[config.mk]
export PLATFORM = sky130hd
export DESIGN_NAME = key_conditioner
export DESIGN_NICKNAME = d
export VERILOG_FILES = /design/src/rtl/key_conditioner.sv
export SDC_FILE = /design/constraint.sdc
export NUM_CORES = 1
export LEC_CHECK = 0
export CAP_MARGIN = 20
export CORE_ASPECT_RATIO = 0.7
export CORE_MARGIN = 2
export CORE_UTILIZATION = 35
export DETAILED_ROUTE_END_ITERATION = 16
export DONT_BUFFER_PORTS = 1
export SYNTH_ARGS = -nofsm -noshare
export SYNTH_HDL_FRONTEND = slang
export SYNTH_SLANG_ARGS = --single-unit
export TNS_END_PERCENT = 10
[constraint.sdc]
create_clock -name CLOCK_50 -period 4.2 [get_ports CLOCK_50]
set_input_delay 0.84 -clock CLOCK_50 [delete_from_list [all_inputs] [get_ports CLOCK_50]]
set_output_delay 0.84 -clock CLOCK_50 [all_outputs]
set_load 0.01 [all_outputs]
[src/rtl/key_conditioner.sv]
// key_conditioner: synchronizes raw pushbuttons and slide switches, then
// debounces each pushbutton with its own FSM. The result is a level, a press
// pulse and a release pulse per key, plus an OR of all press pulses.

// One key: an active-high "pressed" input (already synchronized) drives a
// four-state debouncer. All outputs are registered. press_nxt is the
// combinational next value of press_o, so the top can register the OR of
// all keys on the same edge.
module key_lane #(
   parameter int DEBOUNCE_CYCLES = 1000000
) (
   input  logic clk,
   input  logic rst_n,
   input  logic pressed,
   output logic level_o,
   output logic press_o,
   output logic rel_o,
   output logic press_nxt
);

   localparam int CW = (DEBOUNCE_CYCLES > 1) ? $clog2(DEBOUNCE_CYCLES) : 1;
   localparam logic [CW-1:0] TERM = CW'(DEBOUNCE_CYCLES - 1);

   typedef enum logic [1:0] {
      ST_UP        = 2'd0,
      ST_WAIT_DOWN = 2'd1,
      ST_DOWN      = 2'd2,
      ST_WAIT_UP   = 2'd3
   } state_t;

   state_t          state_q, state_d;
   logic [CW-1:0]   cnt_q, cnt_d;
   logic            level_q, level_d;
   logic            press_q, press_d;
   logic            rel_q, rel_d;

   // State, counter and registered outputs
   always_ff @(posedge clk or negedge rst_n) begin
      if (!rst_n) begin
         state_q <= ST_UP;
         cnt_q   <= '0;
         level_q <= 1'b0;
         press_q <= 1'b0;
         rel_q   <= 1'b0;
      end else begin
         state_q <= state_d;
         cnt_q   <= cnt_d;
         level_q <= level_d;
         press_q <= press_d;
         rel_q   <= rel_d;
      end
   end

   // Next state; the counter is cleared on every entry to a WAIT state and
   // holds at the terminal count, so it can never wrap. Pulses fire only
   // on completed WAIT transitions, not on bounce returns.
   always_comb begin
      state_d = state_q;
      cnt_d   = cnt_q;
      press_d = 1'b0;
      rel_d   = 1'b0;
      case (state_q)
         ST_UP: begin
            if (pressed) begin
               state_d = ST_WAIT_DOWN;
               cnt_d   = '0;
            end
         end
         ST_WAIT_DOWN: begin
            if (!pressed) begin
               state_d = ST_UP;
               cnt_d   = '0;
            end else if (cnt_q == TERM) begin
               state_d = ST_DOWN;
               press_d = 1'b1;
            end else begin
               cnt_d = cnt_q + CW'(1);
            end
         end
         ST_DOWN: begin
            if (!pressed) begin
               state_d = ST_WAIT_UP;
               cnt_d   = '0;
            end
         end
         ST_WAIT_UP: begin
            if (pressed) begin
               state_d = ST_DOWN;
               cnt_d   = '0;
            end else if (cnt_q == TERM) begin
               state_d = ST_UP;
               rel_d   = 1'b1;
            end else begin
               cnt_d = cnt_q + CW'(1);
            end
         end
         default: begin
            state_d = ST_UP;
            cnt_d   = '0;
         end
      endcase
      level_d = (state_d == ST_DOWN) || (state_d == ST_WAIT_UP);
   end

   assign level_o   = level_q;
   assign press_o   = press_q;
   assign rel_o     = rel_q;
   assign press_nxt = press_d;

endmodule

module key_conditioner #(
   parameter int DEBOUNCE_CYCLES = 1000000,
   parameter int N_KEYS          = 4,
   parameter int N_SW            = 10
) (
   input  logic              CLOCK_50,
   input  logic              Resetn,
   input  logic [N_KEYS-1:0] KEY,
   input  logic [N_SW-1:0]   SW,
   output logic [N_KEYS-1:0] key_level,
   output logic [N_KEYS-1:0] key_press,
   output logic [N_KEYS-1:0] key_release,
   output logic [N_SW-1:0]   sw_sync,
   output logic              any_press
);

   logic [N_KEYS-1:0] key_meta_q, key_meta_d;
   logic [N_KEYS-1:0] key_sync_q, key_sync_d;
   logic [N_SW-1:0]   sw_meta_q, sw_meta_d;
   logic [N_SW-1:0]   sw_sync_q, sw_sync_d;
   logic              any_press_q, any_press_d;
   logic [N_KEYS-1:0] press_nxt;

   // Synchronizer next values: plain shift of the raw inputs
   always_comb begin
      key_meta_d = KEY;
      key_sync_d = key_meta_q;
      sw_meta_d  = SW;
      sw_sync_d  = sw_meta_q;
   end

   // Two-flop synchronizers; keys reset to released (1), switches to 0
   always_ff @(posedge CLOCK_50 or negedge Resetn) begin
      if (!Resetn) begin
         key_meta_q <= '1;
         key_sync_q <= '1;
         sw_meta_q  <= '0;
         sw_sync_q  <= '0;
      end else begin
         key_meta_q <= key_meta_d;
         key_sync_q <= key_sync_d;
         sw_meta_q  <= sw_meta_d;
         sw_sync_q  <= sw_sync_d;
      end
   end

   // One independent debouncer per key; KEY is active-low so invert here
   for (genvar k = 0; k < N_KEYS; k++) begin : g_key
      key_lane #(
         .DEBOUNCE_CYCLES (DEBOUNCE_CYCLES)
      ) u_lane (
         .clk       (CLOCK_50),
         .rst_n     (Resetn),
         .pressed   (~key_sync_q[k]),
         .level_o   (key_level[k]),
         .press_o   (key_press[k]),
         .rel_o     (key_release[k]),
         .press_nxt (press_nxt[k])
      );
   end

   // any_press is formed from next-cycle press values so it lines up with key_press
   always_comb begin
      any_press_d = |press_nxt;
   end

   // any_press register
   always_ff @(posedge CLOCK_50 or negedge Resetn) begin
      if (!Resetn) any_press_q <= 1'b0;
      else         any_press_q <= any_press_d;
   end

   assign sw_sync   = sw_sync_q;
   assign any_press = any_press_q;

endmodule
==> results.md <==
- Worst reg-to-reg setup slack: between 1.5 and 2 ns
- Largest fanout on the critical path: 15
- Fillers: 1674
- FF-to-FF Start: g_key[2].u_lane.cnt_q[6]$_DFFE_PN0P_
- Worst Path Required: 4.50 ns
- Synth top area cells: dfrtp_1, xor2_1, nand2_1
- Status: finished, final reports clean
- Flop pwr share: 43.0%
- # DRC: 0
- Worst-margin pin slew: 0.910 ns
- Antenna violations before repair: 0
- Xor/xnor share of the synthesized area: between 7 and 8%
- Switch share: between 20% and 30%
- Number of global-route vias before repair: 4592
- Initial DRT Pass Iterations: 5
- Slowest stage cell on the critical path: or4_4
- Clk sinks: 129
- Fin crit share: 58.6%
- Placeable Area: 17300 sq um
- Reg2Reg Capture Point: g_key[2].u_lane.level_o$_DFF_PN0_
- TNS Setup: 0 ns
- Post-synthesis simple-gate area fraction: between 20 and 25%
- Hold-fix buffers, CTS: 0
- Clock Latency Late Sink: 0.42 ns
- Distinct cells, synth: 53
- Root buffer cell: clkbuf_16
- 1st-iter DRT viols: 561
- Hold crit path type: input port to asynchronous set/reset pin
- Leakage: 2.80 nW
- Reg clk slew, reported paths: 0.06 ns
- Logic pwr share: about 2.3%
- Cells after synthesis: 627
- ANT nets after route: 0
- R2R cell count: 5
- Area delta synth->final: 12.2%
- Adder-Cell Fraction of Synth Area: 0.807%
- Post-CTS setup buffers: 0
- Setup-failing EPs final: 0
- EDFF count, synth: 0
- Gr ovfl total: 0
- CP startpoint kind: register
- GRT Overall Usage: between 10% and 20%
- Slew HR: 39.1%
- Max-cap violation count: 0
- Synth Flop Type: dfrtp_1
- Pwr dens: 433 nW/um^2
- CTS tree: done
- Io pins: 39
- Placer Congestion: 0.842
- Clk network pwr share: between 50% and 60%
- RSZ-0062 raised after global routing: false
- Synth Area in Compound Gates: 11.4%
- Largest net degree at the start of global routing: 130
- Die area: 18800 sq um
- Post-CTS sizing: 0
- Starting Density: 35.9%
- Yosys top cell area share: between 40 and 50%
- First-pass GRT wire length: roughly 23000 um
- Drt wl/cell: approximately 16 um
- Final min period: ~2.5 ns
- Multiplexer area fraction after synthesis: 1.49%
- Die width: 163 um
- Fraction of layout cells with a size suffix above 1: 8.47%
- Dpl hpwl: 8640 um
- CP max stage delay: between 0.5 and 0.6 ns
- Diode count: 0
- Via count: 4663
- Fin Clk Skew: 0.00757 ns
- Maximum VDD drop: around 0.22 mV
- Routed vias/inst: 5.44
- Total Wirelength: roughly 13000 um
- Sequential area share after synthesis: between 50% and 60%
- I/O Buffers: 0
- Main combinational cell family by area after synthesis: simple AND/OR/NAND/NOR gates
- Die H: 115 um
- Nature of the critical path endpoint: register
- Number of synthesized register bits: 129
- Total CTS buffers: 17
- Synthesis Warnings: 0
- Crit path arrival time: 2.76 ns
- Syn Area/Cell: 9.89 sq um
- Internal power: between 2 and 2.5 mW
- Sw Pwr: 0.665 mW
- CTS max path bufs: 2
- Row count: 40
- Final Hold Fails: 0
- H-tree Lvls: 4
- Fin cells: approximately 860
- Mapped Area: 6200 sq um
- Cell taking the most area after synthesis: dfrtp_1
- Net Count, Synth: 647
- Nets: roughly 630
- Dpl cells: between 800 and 900
- Slew Viols, Final: 0
- Crit-path cells: or4_4 > nor4_4 > and2_1 > nand2_1 > mux2i_1
- Top achievable clock speed: 406 MHz
- Setup Crit Path Kind: register to register
- Synth async-reset ratio: 100%
## cells by family after synthesis
| kind of cell | count (synthesis) |
|---|---|
| DFF | 129 |
| buffers and inverters | 44 |
| AOI/OAI and AO/OA | 111 |
| and+or+nand+nor | 275 |
| adders and majority gates | 4 |
| xor gates and xnor gates | 55 |
| muxes | 9 |
## worst max-delay path by stage
stage | cells after the start | start | to | slack (ns)
floorplan | 7 | g_key[2].u_lane.cnt_q[7]$_DFFE_PN0P_ | g_key[2].u_lane.cnt_q[1]$_DFFE_PN0P_ | 2.10
global placement | 5 | g_key[2].u_lane.cnt_q[6]$_DFFE_PN0P_ | g_key[2].u_lane.level_o$_DFF_PN0_ | 1.81
detailed placement | 5 | g_key[2].u_lane.cnt_q[6]$_DFFE_PN0P_ | g_key[2].u_lane.state_q[1]$_DFF_PN0_ | 1.75
CTS | 5 | g_key[2].u_lane.cnt_q[6]$_DFFE_PN0P_ | g_key[2].u_lane.level_o$_DFF_PN0_ | 1.75
global route | 5 | g_key[3].u_lane.cnt_q[6]$_DFFE_PN0P_ | g_key[3].u_lane.press_o$_DFF_PN0_ | 1.50
finish | 5 | g_key[2].u_lane.cnt_q[6]$_DFFE_PN0P_ | g_key[2].u_lane.level_o$_DFF_PN0_ | 1.74
## sequential cells by signal, indices dropped and copies added (netlist names)
name                  flops
g_key.u_lane.press_o      4
g_key.u_lane.level_o      4
g_key.u_lane.cnt_q       80
sw_meta_q                10
key_meta_q                4
key_sync_q                4
sw_sync                  10
g_key.u_lane.rel_o        4
any_press                 1
g_key.u_lane.state_q      8
## critical path, delay by kind of cell (launching register included)
family / cells / cell delay, ns
simple gates: 4 / 1.72
flops: 1 / 0.44
mux: 1 / 0.17
## through the flow
step	hold slack, ns	utilization (%)	setup WS, ns	power, mW	instance area [sq um]
global placement	0.333	36.5	1.81	1.38	6300
detailed placement	0.336	36.5	1.75	1.39	6300
global route	0.0857	40.3	1.50	3.12	6960
floorplan	0.331	-	2.10	1.36	6200
finish	0.114	40.3	1.74	3.01	6960
CTS	0.0923	40.3	1.75	3.05	6960
## synth_stat cells, types with 2 or more instances
cell type  instances
dfrtp_1          121
nand2_1           81
nor2_1            53
xor2_1            36
o21ai_0           33
nand3_1           32
nand4_1           25
o22ai_1           25
clkbuf_1          21
xnor2_1           19
nor3_1            17
nor4_1            15
a21oi_1           13
and3_1            13
buf_4             12
inv_1              9
o211ai_1           9
dfstp_2            8
mux2i_1            7
nor4b_1            6
a31oi_1            5
and4_1             5
o2111ai_1          5
and2_1             4
ha_1               4
o31ai_1            4
or3_1              4
and3b_1            3
nand2b_1           3
nand3b_1           3
o41ai_1            3
or4_1              3
a21o_1             2
a31o_2             2
mux2_2             2
o311ai_0           2
or2_2              2
## power by group through the flow
| stage | clock [mW] | sequential [mW] | combinational (mW) |
|---|---|---|---|
| after floorplan | 0 | 1.31 | 0.0565 |
| after global placement | 0 | 1.32 | 0.0658 |
| after detailed placement | 0 | 1.32 | 0.0675 |
| after CTS | 1.68 | 1.30 | 0.0683 |
| after global routing | 1.75 | 1.30 | 0.0779 |
| final | 1.65 | 1.30 | 0.0686 |
## layer usage
layer	global-route usage, %	vias to the layer above	share of wire (%)
met3	5.56	6	6.2
li1	-	2235	-
met2	23.0	125	45
met5	0	-	0
met1	21.0	2297	49
met4	5.01	0	0.52
## layout by cell type, fill, tap and decap left out, drive strengths merged, types with 6 or more instances in the layout
| cell type | instances |
|---|---|
| nor4 | 16 |
| xor2 | 36 |
| dfstp | 8 |
| and3 | 13 |
| nand3 | 32 |
| mux2i | 7 |
| a21oi | 13 |
| nand2 | 81 |
| clkbuf | 17 |
| o211ai | 9 |
| nor2 | 54 |
| nor4b | 6 |
| inv | 13 |
| dfrtp | 121 |
| o21ai | 34 |
| nor3 | 17 |
| nand4 | 25 |
| xnor2 | 19 |
| o22ai | 25 |
## area by class of cell
type,instances,area (sq um),share of cell area [%]
clock buffer,17,425,6.11
multi-input combinational,454,2730,39.2
tap,231,289,4.15
clock inverter,15,230,3.31
inverter,9,33.8,0.485
sequential,129,3240,46.5
timing repair buffer,2,15.0,0.216
Power figures use the tool's default switching activity.
